[config.mk]
export PLATFORM = sky130hd
export DESIGN_NAME = apb_requester_mux
export DESIGN_NICKNAME = d
export VERILOG_FILES = /design/src/rtl/apb_requester_mux.sv
export SDC_FILE = /design/constraint.sdc
export NUM_CORES = 1
export LEC_CHECK = 0
export CAP_MARGIN = 30
export CELL_PAD_IN_SITES_DETAIL_PLACEMENT = 1
export CELL_PAD_IN_SITES_GLOBAL_PLACEMENT = 1
export CORE_ASPECT_RATIO = 1.1
export CORE_MARGIN = 2
export CORE_UTILIZATION = 26
export DETAILED_ROUTE_END_ITERATION = 16
export GPL_TIMING_DRIVEN = 0
export PLACE_DENSITY_LB_ADDON = 0.1
export SYNTH_ARGS = -nofsm -noshare
export SYNTH_HDL_FRONTEND = slang
export SYNTH_SLANG_ARGS = --single-unit
[constraint.sdc]
create_clock -name pclk -period 2.5 [get_ports pclk]
set_clock_uncertainty 0.1 [all_clocks]
set_input_delay 0.25 -clock pclk [delete_from_list [all_inputs] [get_ports pclk]]
set_output_delay 0.25 -clock pclk [all_outputs]
set_load 0.02 [all_outputs]
[src/rtl/apb_requester_mux.sv]
// Single-command APB requester that routes each transfer to one of NUM_SLAVES peripherals
// by an address field, with decode-error and wait-state timeout reporting.
module apb_requester_mux #(
  parameter int unsigned ADDR_WIDTH     = 32,
  parameter int unsigned DATA_WIDTH     = 32,
  parameter int unsigned STRB_WIDTH     = DATA_WIDTH / 8,
  parameter int unsigned NUM_SLAVES     = 4,
  parameter int unsigned SEL_LSB        = 12,
  parameter int unsigned TIMEOUT_CYCLES = 16
) (
  input  logic                             pclk,
  input  logic                             preset,
  // Command channel
  input  logic                             req_valid,
  output logic                             req_ready,
  input  logic                             req_write,
  input  logic [ADDR_WIDTH-1:0]            req_addr,
  input  logic [DATA_WIDTH-1:0]            req_wdata,
  input  logic [STRB_WIDTH-1:0]            req_strb,
  input  logic [2:0]                       req_prot,
  // Response channel
  output logic                             rsp_valid,
  input  logic                             rsp_ready,
  output logic [DATA_WIDTH-1:0]            rsp_rdata,
  output logic                             rsp_err,
  output logic                             rsp_timeout,
  // Shared APB bus
  output logic [ADDR_WIDTH-1:0]            paddr,
  output logic                             pwrite,
  output logic [DATA_WIDTH-1:0]            pwdata,
  output logic [STRB_WIDTH-1:0]            pstrb,
  output logic [2:0]                       pprot,
  output logic                             penable,
  output logic [NUM_SLAVES-1:0]            psel,
  input  logic [NUM_SLAVES*DATA_WIDTH-1:0] prdata,
  input  logic [NUM_SLAVES-1:0]            pready,
  input  logic [NUM_SLAVES-1:0]            pslverr
);

  localparam int unsigned IdxW = (NUM_SLAVES > 1) ? $clog2(NUM_SLAVES) : 1;

  typedef enum logic [1:0] {StIdle, StSetup, StAccess, StResp} state_e;

  state_e state_q, state_d;

  logic [IdxW-1:0]       idx_q;
  logic [IdxW-1:0]       req_idx;
  logic                  write_q;
  logic [7:0]            wait_q;
  logic                  decode_err;
  logic                  bus_active;
  logic                  sel_ready;
  logic                  sel_err;
  logic [DATA_WIDTH-1:0] sel_rdata;
  logic                  timeout_hit;

  assign req_idx    = req_addr[SEL_LSB +: IdxW];
  assign decode_err = {{(32 - IdxW){1'b0}}, req_idx} >= NUM_SLAVES;

  // Returns from the selected slave only; everything else on the bus is ignored.
  always_comb begin
    sel_ready = 1'b0;
    sel_err   = 1'b0;
    sel_rdata = '0;
    for (int i = 0; i < int'(NUM_SLAVES); i++) begin
      if (idx_q == IdxW'(i)) begin
        sel_ready = pready[i];
        sel_err   = pslverr[i];
        sel_rdata = prdata[i*DATA_WIDTH +: DATA_WIDTH];
      end
    end
  end

  assign timeout_hit = !sel_ready && (wait_q == 8'(TIMEOUT_CYCLES - 1));

  always_comb begin
    state_d = state_q;
    unique case (state_q)
      StIdle:   if (req_valid) state_d = decode_err ? StResp : StSetup;
      StSetup:  state_d = StAccess;
      StAccess: if (sel_ready || timeout_hit) state_d = StResp;
      StResp:   if (rsp_ready) state_d = StIdle;
      default:  state_d = StIdle;
    endcase
  end

  always_ff @(posedge pclk) begin
    if (preset) state_q <= StIdle;
    else        state_q <= state_d;
  end

  always_ff @(posedge pclk) begin
    if (preset) begin
      idx_q       <= '0;
      write_q     <= 1'b0;
      paddr       <= '0;
      pwdata      <= '0;
      pstrb       <= '0;
      pprot       <= '0;
      wait_q      <= '0;
      rsp_rdata   <= '0;
      rsp_err     <= 1'b0;
      rsp_timeout <= 1'b0;
    end else begin
      if (state_q == StIdle && req_valid) begin
        if (decode_err) begin
          rsp_rdata   <= '0;
          rsp_err     <= 1'b1;
          rsp_timeout <= 1'b0;
        end else begin
          idx_q   <= req_idx;
          write_q <= req_write;
          paddr   <= req_addr;
          pwdata  <= req_wdata;
          pstrb   <= req_strb;
          pprot   <= req_prot;
          wait_q  <= '0;
        end
      end
      if (state_q == StAccess) begin
        if (sel_ready) begin
          rsp_rdata   <= write_q ? '0 : sel_rdata;
          rsp_err     <= sel_err;
          rsp_timeout <= 1'b0;
        end else if (timeout_hit) begin
          rsp_rdata   <= '0;
          rsp_err     <= 1'b1;
          rsp_timeout <= 1'b1;
        end else begin
          wait_q <= wait_q + 8'd1;
        end
      end
    end
  end

  assign bus_active = (state_q == StSetup) || (state_q == StAccess);
  assign penable    = (state_q == StAccess);
  assign pwrite     = bus_active && write_q;
  assign req_ready  = (state_q == StIdle);
  assign rsp_valid  = (state_q == StResp);

  always_comb begin
    psel = '0;
    if (bus_active) psel[idx_q] = 1'b1;
  end

endmodule

* Word-level counts from Yosys, hierarchy flattened *
Cells that the tools add are included.

cells by class
  magnitude comparators = 2
  multiplexer cells = 29
  add/sub/neg operators = 1
  eq/ne operators = 10
  reduce and logical (&&, ||, !) cells = 12

operator list
  operator                                                                 number
  32-bit two-way mux                                                       7
  8-bit two-way mux                                                        4
  1-bit two-way mux                                                        12
  8-bit by 1-bit adder with 8-bit output, second input constant            1
  2-bit == test, second input constant                                     4
  8-bit by 4-bit == test with 1-bit output, second input constant          1
  2-bit one-hot mux with 4 select lines                                    1
  2-bit two-way mux                                                        3
  2-bit by 1-bit == test with 1-bit output, second input constant          2
  1-bit logical AND                                                        4
  2-bit zero test                                                          2
  4-bit two-way mux                                                        1
  2-bit by 1-bit inequality test with 1-bit output, second input constant  2
  2-bit by 3-bit < comparator with 1-bit output, second input constant     1
  3-bit AND reduction                                                      1
  1-bit demux with 2-bit select                                            1
  2-bit by 1-bit >= comparator with 1-bit output, second input constant    1
  1-bit logical OR                                                         2
  2-bit inequality test, second input constant                             1
  2-bit AND reduction                                                      1
  2-bit nonzero test                                                       1
  1-bit zero test                                                          1

storage, ports and cells
  output and inout port bits = 113
  word-level logic and storage cells = 65
  bits in registers = 118
  input bits = 212

* Depth between registers and ports, before layout *
  depth after elaboration = 10
  depth in mapped cells = 7
  mapped depth without buffers = 6

* Worst setup path before layout *
No wires, ideal clock.

  path type = reg2reg
  start = reg, netlist name paddr[12]
  end = reg wait_q[7]
  path buffers = 1
  required time = 2.340 ns
  period minus slack after synthesis = 2.059 ns
  slack = 0.441 ns
  cell stages (with the launch flop) = 6
  library setup time = 0.060 ns
  arrival = 1.899 ns
  path through = dfxtp_1 mux4_2 buf_6 a211o_4 nor4_1 a221o_1

RTL lines
  what                  line  source
  to (signal assigned)  130   wait_q <= wait_q + 8'd1;
  to (decl)             49    logic [7:0] wait_q;

==> results.sh <==
export IMPL_status="finished clean"
export IMPL_p_leak_nw=3.34
export IMPL_fin_area_mm2=0.00925
export IMPL_ys_flop_type="dfxtp_1"
export IMPL_yosys_area_top_type="dfxtp_1"
export IMPL_grt_max_degree=20
export IMPL_finalMaxSlewViolations=0
export IMPL_ys_warn_count=0
export IMPL_gp_congestion=0.782
export IMPL_slew_headroom_pct=55.3
export IMPL_io_pins=325
export IMPL_synth_edf_count=0
export IMPL_vias_per_cell=4.84
export IMPL_endpoint_kind="flip-flop"
export IMPL_initial_utilization_pct=26.6
export IMPL_r2r_cells=5
export IMPL_wirelength_um=22000
export IMPL_cts_num_sinks=116
export IMPL_overflow=0
export IMPL_holdPathEnd="paddr[20]"
export IMPL_finalSetupTns_ns=0
export IMPL_drt_initial_drc_count=84
export IMPL_cts_hold_buf=0
export IMPL_ant_nets=0
export IMPL_dpl_worst_slack_ns=-0.266
export IMPL_ys_types=39
export IMPL_reg2reg_from="paddr[12]"
export IMPL_setup_viol=0
export IMPL_dpl_hpwl_um=17400
export IMPL_pwr_share_comb_pct=35.9
export IMPL_insertion_delay_ns=0.41
export IMPL_power_w=0.00740
export IMPL_r2r_end="wait_q[5]"
export IMPL_power_internal_w=0.00495
export IMPL_track_usage_pct=20.7
export IMPL_seqPwrFrac_pct=30.6
export IMPL_fp_dieArea_mm2=0.0207
export IMPL_netlist_instances=560
export IMPL_reg2reg_slack_ns=0.16
export IMPL_fin_cells=1160
export IMPL_clkTransAtPathRegs_ns=0.06
export IMPL_max_freq_mhz=427
export IMPL_cts_resized_gates=6
export IMPL_cts_max_level=4
export IMPL_synth_area_mm2=0.00509
export IMPL_antenna_found_initial=0
export IMPL_period_share_pct=93.7
export IMPL_start_kind="flip-flop"
export IMPL_p_clk_share_pct=33.5
export IMPL_power_switching_w=0.00245
export IMPL_wire_per_inst_um=18.9
export IMPL_crit_type="flip-flop to flip-flop"
export IMPL_via_count=5615
export IMPL_drive_above_1_share_pct=8.43
export IMPL_hold_viol_final=0
export IMPL_power_density_mw_per_mm2=800
export IMPL_rsz0062_at_grt="true"
export IMPL_period_minus_slack_ns=2.34
export IMPL_fp_dieH_um=151
export IMPL_io_buffers=323
export IMPL_crit_required_ns=2.75
export IMPL_ys_async_sr_fraction_pct=0
export IMPL_hold_path_depth=3
export IMPL_clockBufferDepth=2
export IMPL_syn_to_final_growth_pct=81.6
export IMPL_max_cap_violations=0
export IMPL_worstPathArrival_ns=2.60
export IMPL_worstHoldPathType="primary input to flip-flop"
export IMPL_firstDrtPassIters=6
export IMPL_cts_made_buffers=17
export IMPL_drc=0
export IMPL_core_mm2=0.0192
export IMPL_ir_worst_vdd_mv=0.391
export IMPL_ys_seq_area_share_pct=45.6
export IMPL_grt_pass1_wl_um=32500
export IMPL_worstHoldStart="req_addr[20]"
export IMPL_crit_fanout=10
export IMPL_ys_seq_elements=116
export IMPL_clockRootBuffer="clkbuf_16"
export IMPL_grt_pass1_vias=5967
export IMPL_power_share_switching_pct=33.1
export IMPL_nets=1118
export IMPL_setup_ws_ns=0.157
export IMPL_insertedDiodeCount=0
export IMPL_place_area_mm2=0.00863
export IMPL_synthTopCellsByArea="dfxtp_1, mux4_2, nand2_1"
export IMPL_avgSynthCellArea_um2=9.09
export IMPL_tritoncts="done"
export IMPL_die_w_um=137
export IMPL_synth_top_area_share_pct=45.6
export IMPL_synth_nets=777
export IMPL_worstMarginPinSlew_ns=0.670
export IMPL_fp_row_count=53
export IMPL_post_cts_setup_buffer_count=0
export IMPL_dp_cells=1130
[worst max-delay path by stage]
stage          startpoint             to  slack, ns  cells past startpoint
2_1_floorplan   paddr[12]      wait_q[7]       0.44                      5
3_3_place_gp    paddr[13]        psel[3]      -0.22                      4
3_5_place_dp    paddr[13]        psel[3]      -0.27                      4
4_1_cts         paddr[13]        psel[3]       0.02                      3
5_1_grt         wait_q[1]  rsp_rdata[22]     -0.007                      7
6_report        paddr[12]      wait_q[5]       0.16                      5
[power groups by stage]
stage | combinational [W] | sequential, W | clock (W)
2_1_floorplan | 0.00109 | 0.00257 | 0
3_3_place_gp | 0.00262 | 0.00229 | 0
3_5_place_dp | 0.00268 | 0.00230 | 0
4_1_cts | 0.00269 | 0.00227 | 0.00254
5_1_grt | 0.00288 | 0.00229 | 0.00264
6_report | 0.00265 | 0.00226 | 0.00248
[layer usage]
| layer | track usage [%] | up-vias | part of all wire [%] |
|---|---|---|---|
| met5 | 0 | - | 0 |
| met4 | 6.86 | 0 | 1.9 |
| met3 | 9.54 | 27 | 12 |
| met2 | 36.9 | 240 | 50 |
| met1 | 21.3 | 2689 | 37 |
| li1 | - | 2659 | - |
[critical path, stage by stage, from the launching register on]
cell	delay, ns
dfxtp_1	0.49
mux4_2	0.64
buf_6	0.19
a211oi_1	0.50
and3_1	0.26
a211o_1	0.09
[placed cells by master (no fill, tap or decap), types with 2 or more instances in the layout]
cell type	instances
bufinv_16	3
buf_1	5
ha_1	5
o21ai_0	25
o32ai_1	2
clkbuf_8	3
nor2_1	2
inv_1	6
a211o_1	3
nand3_1	2
clkbuf_1	36
dfxtp_1	116
nand4_1	24
nand2_1	174
buf_4	2
a21o_1	2
dlymetal6s2s_1	2
clkbuf_16	17
buf_2	2
nor3b_1	3
and3_1	6
dlygate4sd2_1	2
mux4_2	34
clkinv_2	3
a22o_1	8
clkdlybuf4s50_1	319
and2_1	2
nor3_1	5
clkinvlp_4	3
a21oi_1	75
o21a_1	3
[cell usage after synthesis, types with 3 or more instances]
cell type / instances
buf_1: 7
mux4_2: 34
nand4_1: 24
inv_1: 6
dfxtp_1: 116
o21a_1: 3
a211o_1: 3
nor2_1: 3
nor3b_1: 3
a22o_1: 8
clkbuf_1: 35
nor3_1: 5
o21ai_0: 25
ha_1: 5
nand2_1: 174
and3_1: 6
buf_2: 3
a21oi_1: 75
[layout make-up]
class,instances,area (µm²)
multi-input combinational,391,2560
clock buffer,22,474
tap,247,309
clock inverter,9,128
buffer,45,190
inverter,7,26.3
timing repair buffer,323,3240
fill,2164,9920
sequential,116,2320
[flip-flops by register name, indices dropped and copies added, names as in the netlist]
name and cells:
wait_q 8, rsp_err 1, pstrb 4, rsp_timeout 1
state_q 2, pprot 3, write_q 1, paddr 32
pwdata 32, rsp_rdata 32
[metrics by stage]
stage               utilization (%)  hold slack (ns)
global route                   48.3            0.284
detailed placement             45.1            0.350
CTS                            48.2            0.266
floorplan                         -            0.286
global placement               45.1            0.341
finish                         48.3            0.284
[kinds of logic after synthesis]
group | count (synthesis) | share of synthesized area (%)
AO/OA/AOI/OAI | 127 | 14.7
AND/OR/NAND/NOR | 224 | 19.0
buffers and inverters | 53 | 4.13
flip-flops | 116 | 45.6
adder cells (fa/ha/maj) | 5 | 1.23
multiplexers | 35 | 15.3
Note: power is estimated with default switching activity, not from simulation.
